$ cat src/rtl/addsub_pkg.sv
// Shared definitions for the multicycle add/subtract unit: mode codes,
// FSM state encoding and a counter-width helper.
package addsub_pkg;

    localparam logic [1:0] MODE_ADD = 2'b00;
    localparam logic [1:0] MODE_SUB = 2'b01;
    localparam logic [1:0] MODE_ADC = 2'b10;
    localparam logic [1:0] MODE_SBC = 2'b11;

    typedef enum logic [1:0] {
        ST_IDLE = 2'b00,
        ST_RUN  = 2'b01,
        ST_DONE = 2'b10
    } state_t;

    // Chunk counter width: clog2 of the chunk count, never narrower than one bit.
    function automatic int cnt_width(input int nch);
        int w;
        if (nch > 1) begin
            w = $clog2(nch);
        end else begin
            w = 1;
        end
        return w;
    endfunction

endpackage

$ cat src/rtl/addsub_multicycle_chunk.sv
// Combinational CHUNK-bit ripple adder slice; cmsb is the carry entering the
// top bit so the caller can derive signed overflow.
module addsub_chunk #(
    parameter int CHUNK = 4
) (
    output logic [CHUNK-1:0] sum,
    output logic             cout,
    output logic             cmsb,
    input  logic [CHUNK-1:0] a,
    input  logic [CHUNK-1:0] b,
    input  logic             cin
);

    // Bitwise ripple through the slice, capturing the carry into the MSB.
    always_comb begin
        logic w_c;
        w_c  = cin;
        cmsb = cin;
        sum  = '0;
        for (int i = 0; i < CHUNK; i++) begin
            cmsb   = (i == CHUNK - 1) ? w_c : cmsb;
            sum[i] = a[i] ^ b[i] ^ w_c;
            w_c    = (a[i] & b[i]) | (a[i] & w_c) | (b[i] & w_c);
        end
        cout = w_c;
    end

endmodule

$ cat src/rtl/addsub_multicycle.sv
// WIDTH-bit add/subtract unit that walks CHUNK bits per clock through a
// single ripple slice, with N/Z/C/V flags and a persistent carry for ADC/SBC.
module addsub_multicycle
    import addsub_pkg::*;
#(
    parameter int WIDTH = 16,
    parameter int CHUNK = 4
) (
    input  logic             clk,
    input  logic             rst_n,
    input  logic [WIDTH-1:0] A,
    input  logic [WIDTH-1:0] B,
    input  logic [1:0]       M,
    input  logic             in_valid,
    output logic             in_ready,
    output logic [WIDTH-1:0] S,
    output logic             C,
    output logic             V,
    output logic             Z,
    output logic             N,
    output logic             out_valid,
    input  logic             out_ready
);

    localparam int NCH = WIDTH / CHUNK;
    localparam int CW  = cnt_width(NCH);
    localparam logic [CW-1:0] LAST_IDX = CW'(NCH - 1);

    state_t           r_state;
    state_t           w_state_nxt;
    logic [WIDTH-1:0] r_a;
    logic [WIDTH-1:0] r_b;
    logic [WIDTH-1:0] r_sh;
    logic [WIDTH-1:0] w_sh_nxt;
    logic [CW-1:0]    r_idx;
    logic             r_carry;
    logic             r_cflag;
    logic             w_cin;
    logic             w_last;
    logic [WIDTH-1:0] r_s;
    logic             r_c;
    logic             r_v;
    logic             r_z;
    logic             r_n;
    logic [CHUNK-1:0] w_sum;
    logic             w_cout;
    logic             w_cmsb;

    assign w_last = (r_idx == LAST_IDX);

    addsub_chunk #(.CHUNK(CHUNK)) u_chunk (
        .sum  (w_sum),
        .cout (w_cout),
        .cmsb (w_cmsb),
        .a    (r_a[r_idx*CHUNK +: CHUNK]),
        .b    (r_b[r_idx*CHUNK +: CHUNK]),
        .cin  (r_carry)
    );

    // Initial carry-in selected by the incoming mode.
    always_comb begin
        w_cin = 1'b0;
        case (M)
            MODE_ADD: w_cin = 1'b0;
            MODE_SUB: w_cin = 1'b1;
            MODE_ADC: w_cin = r_cflag;
            MODE_SBC: w_cin = r_cflag;
            default:  w_cin = 1'b0;
        endcase
    end

    // Shadow result with the current slice merged in.
    always_comb begin
        w_sh_nxt = r_sh;
        w_sh_nxt[r_idx*CHUNK +: CHUNK] = w_sum;
    end

    // State register.
    always_ff @(posedge clk) begin
        if (!rst_n) begin
            r_state <= ST_IDLE;
        end else begin
            r_state <= w_state_nxt;
        end
    end

    // Next-state logic.
    always_comb begin
        w_state_nxt = r_state;
        case (r_state)
            ST_IDLE: begin
                if (in_valid) begin
                    w_state_nxt = ST_RUN;
                end else begin
                    w_state_nxt = ST_IDLE;
                end
            end
            ST_RUN: begin
                if (w_last) begin
                    w_state_nxt = ST_DONE;
                end else begin
                    w_state_nxt = ST_RUN;
                end
            end
            ST_DONE: begin
                if (out_ready) begin
                    w_state_nxt = ST_IDLE;
                end else begin
                    w_state_nxt = ST_DONE;
                end
            end
            default: w_state_nxt = ST_IDLE;
        endcase
    end

    // Handshake outputs decoded from the state register.
    always_comb begin
        in_ready  = 1'b0;
        out_valid = 1'b0;
        case (r_state)
            ST_IDLE: in_ready  = 1'b1;
            ST_RUN:  in_ready  = 1'b0;
            ST_DONE: out_valid = 1'b1;
            default: in_ready  = 1'b0;
        endcase
    end

    // Operand capture, slice sequencing and flag update on the last slice.
    always_ff @(posedge clk) begin
        if (!rst_n) begin
            r_a     <= '0;
            r_b     <= '0;
            r_sh    <= '0;
            r_idx   <= '0;
            r_carry <= 1'b0;
            r_cflag <= 1'b0;
            r_s     <= '0;
            r_c     <= 1'b0;
            r_v     <= 1'b0;
            r_z     <= 1'b0;
            r_n     <= 1'b0;
        end else begin
            case (r_state)
                ST_IDLE: begin
                    if (in_valid) begin
                        r_a     <= A;
                        r_b     <= M[0] ? ~B : B;
                        r_carry <= w_cin;
                        r_idx   <= '0;
                    end
                end
                ST_RUN: begin
                    r_sh    <= w_sh_nxt;
                    r_carry <= w_cout;
                    r_idx   <= r_idx + CW'(1);
                    if (w_last) begin
                        r_s     <= w_sh_nxt;
                        r_c     <= w_cout;
                        r_v     <= w_cout ^ w_cmsb;
                        r_z     <= (w_sh_nxt == '0);
                        r_n     <= w_sh_nxt[WIDTH-1];
                        r_cflag <= w_cout;
                    end
                end
                default: begin
                    r_idx <= r_idx;
                end
            endcase
        end
    end

    assign S = r_s;
    assign C = r_c;
    assign V = r_v;
    assign Z = r_z;
    assign N = r_n;

endmodule

$ cat config.mk
export PLATFORM = sky130hd
export DESIGN_NAME = addsub_multicycle
export DESIGN_NICKNAME = d
export VERILOG_FILES = /design/src/rtl/addsub_pkg.sv /design/src/rtl/addsub_multicycle_chunk.sv /design/src/rtl/addsub_multicycle.sv
export SDC_FILE = /design/constraint.sdc
export NUM_CORES = 1
export LEC_CHECK = 0
export ABC_CLOCK_PERIOD_IN_PS = 4700
export CORE_MARGIN = 10
export CORE_UTILIZATION = 39
export DETAILED_ROUTE_END_ITERATION = 6
export GPL_ROUTABILITY_DRIVEN = 0
export GPL_TIMING_DRIVEN = 0
export PLACE_DENSITY = 0.74
export SLEW_MARGIN = 10
export SYNTH_ARGS = -nofsm -noshare
export SYNTH_HDL_FRONTEND = slang
export SYNTH_SLANG_ARGS = --single-unit
$ cat constraint.sdc
create_clock -name clk -period 4.7 [get_ports clk]
set_clock_uncertainty 0.15 [all_clocks]
set_input_delay 1.41 -clock clk [delete_from_list [all_inputs] [get_ports clk]]
set_output_delay 1.41 -clock clk [all_outputs]
set_load 0.02 [all_outputs]
==> impl_metrics.json <==
{
  "via_count": 2915,
  "ys_warn_count": 0,
  "dieHeight_um": 115,
  "drc": 0,
  "yosysTopAreaCellShare_pct": 41.1,
  "holdBufCountCts": 0,
  "antenna_found_initial": 0,
  "setup_viol": 0,
  "tritoncts": "yes",
  "intPower_uw": 945,
  "seq_area_mm2": 0.00144,
  "nets": 483,
  "ys_seq_area_share_pct": 41.1,
  "timing.rr.end": "Z",
  "cp_max_fo": 10,
  "total_power_uw": 1310,
  "yosys.area_share.simple_pct": 16.6,
  "muxShareOfSynthArea_pct": 6.00,
  "met1_length_um": 3700,
  "synth_common_cells": "nand2_1, dfxtp_1, o211a_1",
  "fp-row-count": 34,
  "vdd_drop_max_v": 0.000170,
  "synth_edf_count": 0,
  "crit_path_end_kind": "flop",
  "r2r-start": "r_idx[1]",
  "worstPathArrival_ps": 4550,
  "synth.avg_cell_area_um2": 9.55,
  "reg2regPathDepth": 12,
  "ctsResizeCount": 0,
  "wire_per_inst_um": 15.8,
  "h-tree-depth": 3,
  "dr.pass1.iters": 4,
  "area_delta_synth_final_pct": 24.5,
  "clk_path_buf_depth": 2,
  "drive_gt1_share_pct": 7.74,
  "criticalPathCategory": "reg -> reg",
  "fin_crit_sh_pct": 94.1,
  "grt_max_degree": 12,
  "multiInputGateArea_mm2": 0.00188,
  "worstPathRequired_ps": 4820,
  "cts_setup_buffers": 0,
  "die-area_mm2": 0.0132,
  "timing.final.crit_period_ps": 4420,
  "synth_fa_ha_area_share_pct": 4.43,
  "drt-vias-per-instance": 5.33,
  "yosys-top-cells-area": "dfxtp_1, o211a_1, nand2_1",
  "p_clk_share_pct": 30.9,
  "slew_headroom_pct": 58.2,
  "grt_pass1_wl_um": 14300,
  "io_pins": 60,
  "clkSlewWorstSetupHoldPaths_ps": 70,
  "r2r_slack_ps": 280,
  "top_layer": "met4",
  "crit_path_start": "r_idx[1]",
  "ys_seq_elements": 72,
  "ys.flop_type": "dfxtp_1",
  "start_util_pct": 40.2,
  "grt_pass1_vias": 3038,
  "startpoint_type": "flop",
  "hold_viol": 0,
  "seqPwrFrac_pct": 50.7,
  "maxCapViolations": 0,
  "synth_nets": 415,
  "routed-wl-met3_um": 570,
  "port_buffers": 57,
  "hold_class": "reg -> reg",
  "tightest_slew_ps": 628,
  "combPwrFrac_pct": 18.5,
  "worstHoldStart": "Z",
  "synth_compound_area_share_pct": 22.3,
  "dpl.hpwl_um": 6620,
  "yosys.area.top_type": "dfxtp_1",
  "clock-sinks": 72,
  "hold-path-endpoint": "Z",
  "ys_types": 36,
  "fillers": 804,
  "syn_area_mm2": 0.00350,
  "cts_root_buffer": "clkbuf_8",
  "wl_met2_um": 4240,
  "holdPathStages": 2,
  "die-width_um": 115,
  "fmax_ghz": 0.226,
  "synthCells": 367,
  "ant_nets": 0,
  "netSwitchingPower_uw": 364,
  "synth-xor-area-share_pct": 4.25,
  "cts_buffers": 9,
  "p_per_area_mw_per_mm2": 300,
  "outcome": "completed",
  "wl_um": 8620,
  "p_sw_share_pct": 27.8,
  "clk_latency_ps": 350,
  "drv_slew": 0,
  "synthArstFlopShare_pct": 0,
  "rsz0062_at_grt": "no",
  "grt_overflow": 0,
  "fin_tns_setup_ps": 0,
  "grt_usage_pct": 13.3,
  "synth_top_family_by_area": "compound AO/OA/AOI/OAI gates",
  "core-area_mm2": 0.00872,
  "leakage_uw": 0.00207,
  "synth_most_common_cell": "nand2_1",
  "drt_iter0_drc": 116,
  "n_antenna_cell": 0
}
==> worst max-delay path, stage by stage, from the launching register on <==
cell      delay (ps)
dfxtp_1          380
clkbuf_1         510
mux4_2           360
fa_1             170
inv_1             40
fa_1             380
fa_1             450
fa_1             590
nor3b_1          110
a31oi_1          360
nand4_1          140
or4_1            550
a21boi_1         160
==> cell usage in the layout (no fill, tap or decap), types with 4 or more instances in the layout <==
| cell type | instances |
|---|---|
| a21boi_0 | 19 |
| a31oi_1 | 10 |
| buf_2 | 7 |
| clkbuf_1 | 21 |
| clkbuf_8 | 9 |
| clkdlybuf4s50_1 | 57 |
| dfxtp_1 | 72 |
| fa_1 | 4 |
| ha_1 | 6 |
| inv_1 | 13 |
| mux4_2 | 8 |
| nand2_1 | 84 |
| nand4_1 | 4 |
| nor2b_1 | 18 |
| nor3b_1 | 5 |
| o211a_1 | 48 |
| xnor2_1 | 17 |
==> metal layers <==
metal	global-route usage (%)	vias to the layer above
met5	0	-
met4	4.37	0
met3	4.53	12
met2	22.5	81
met1	15.4	1413
li1	-	1409
==> kinds of logic after synthesis <==
family,Yosys count
and+or+nand+nor,125
AOI/OAI and AO/OA,88
DFF,72
buffers and inverters,44
xor gates and xnor gates,17
muxes,11
adders and majority gates,10
==> metrics by stage <==
step / std cells / util (%) / hold WS, ps / setup WS [ps] / instance area, µm²
4_1_cts: 547 / 50.0 / 308 / 230 / 4360
6_report: 547 / 50.0 / 306 / 277 / 4360
3_5_place_dp: 532 / 48.3 / 299 / 254 / 4210
5_1_grt: 547 / 50.0 / 332 / 60.1 / 4360
3_3_place_gp: 532 / 48.3 / 293 / 290 / 4210
2_1_floorplan: 367 / - / 290 / 943 / 3500
==> registers in the layout, indices dropped and copies added, names as in the netlist <==
signal / count
r_state: 2
r_b: 16
Z: 1
r_sh: 16
r_carry: 1
V: 1
S: 16
C: 1
r_idx: 2
r_a: 16
==> power groups by stage <==
stage | Combinational [µW] | Clock [µW] | Sequential (µW)
6_report | 242 | 404 | 663
5_1_grt | 265 | 443 | 667
2_1_floorplan | 161 | 0 | 672
3_3_place_gp | 237 | 0 | 675
3_5_place_dp | 241 | 0 | 677
4_1_cts | 242 | 416 | 663
==> how the worst max path moves through the flow <==
| stage | end | slack, ps | cells after the start |
|---|---|---|---|
| 2_1_floorplan | Z | 940 | 12 |
| 3_3_place_gp | Z | 290 | 12 |
| 3_5_place_dp | Z | 250 | 12 |
| 4_1_cts | Z | 230 | 12 |
| 5_1_grt | Z | 60 | 12 |
| 6_report | Z | 280 | 12 |
==> final cells by class <==
class / instances / area share (%)
sequential: 72 / 33.0
timing repair buffer: 57 / 13.1
tap: 108 / 3.10
inverter: 13 / 1.12
clock inverter: 4 / 0.516
clock buffer: 11 / 3.01
buffer: 31 / 3.13
multi-input combinational: 251 / 43.0
Note: power is estimated with default switching activity, not from simulation.
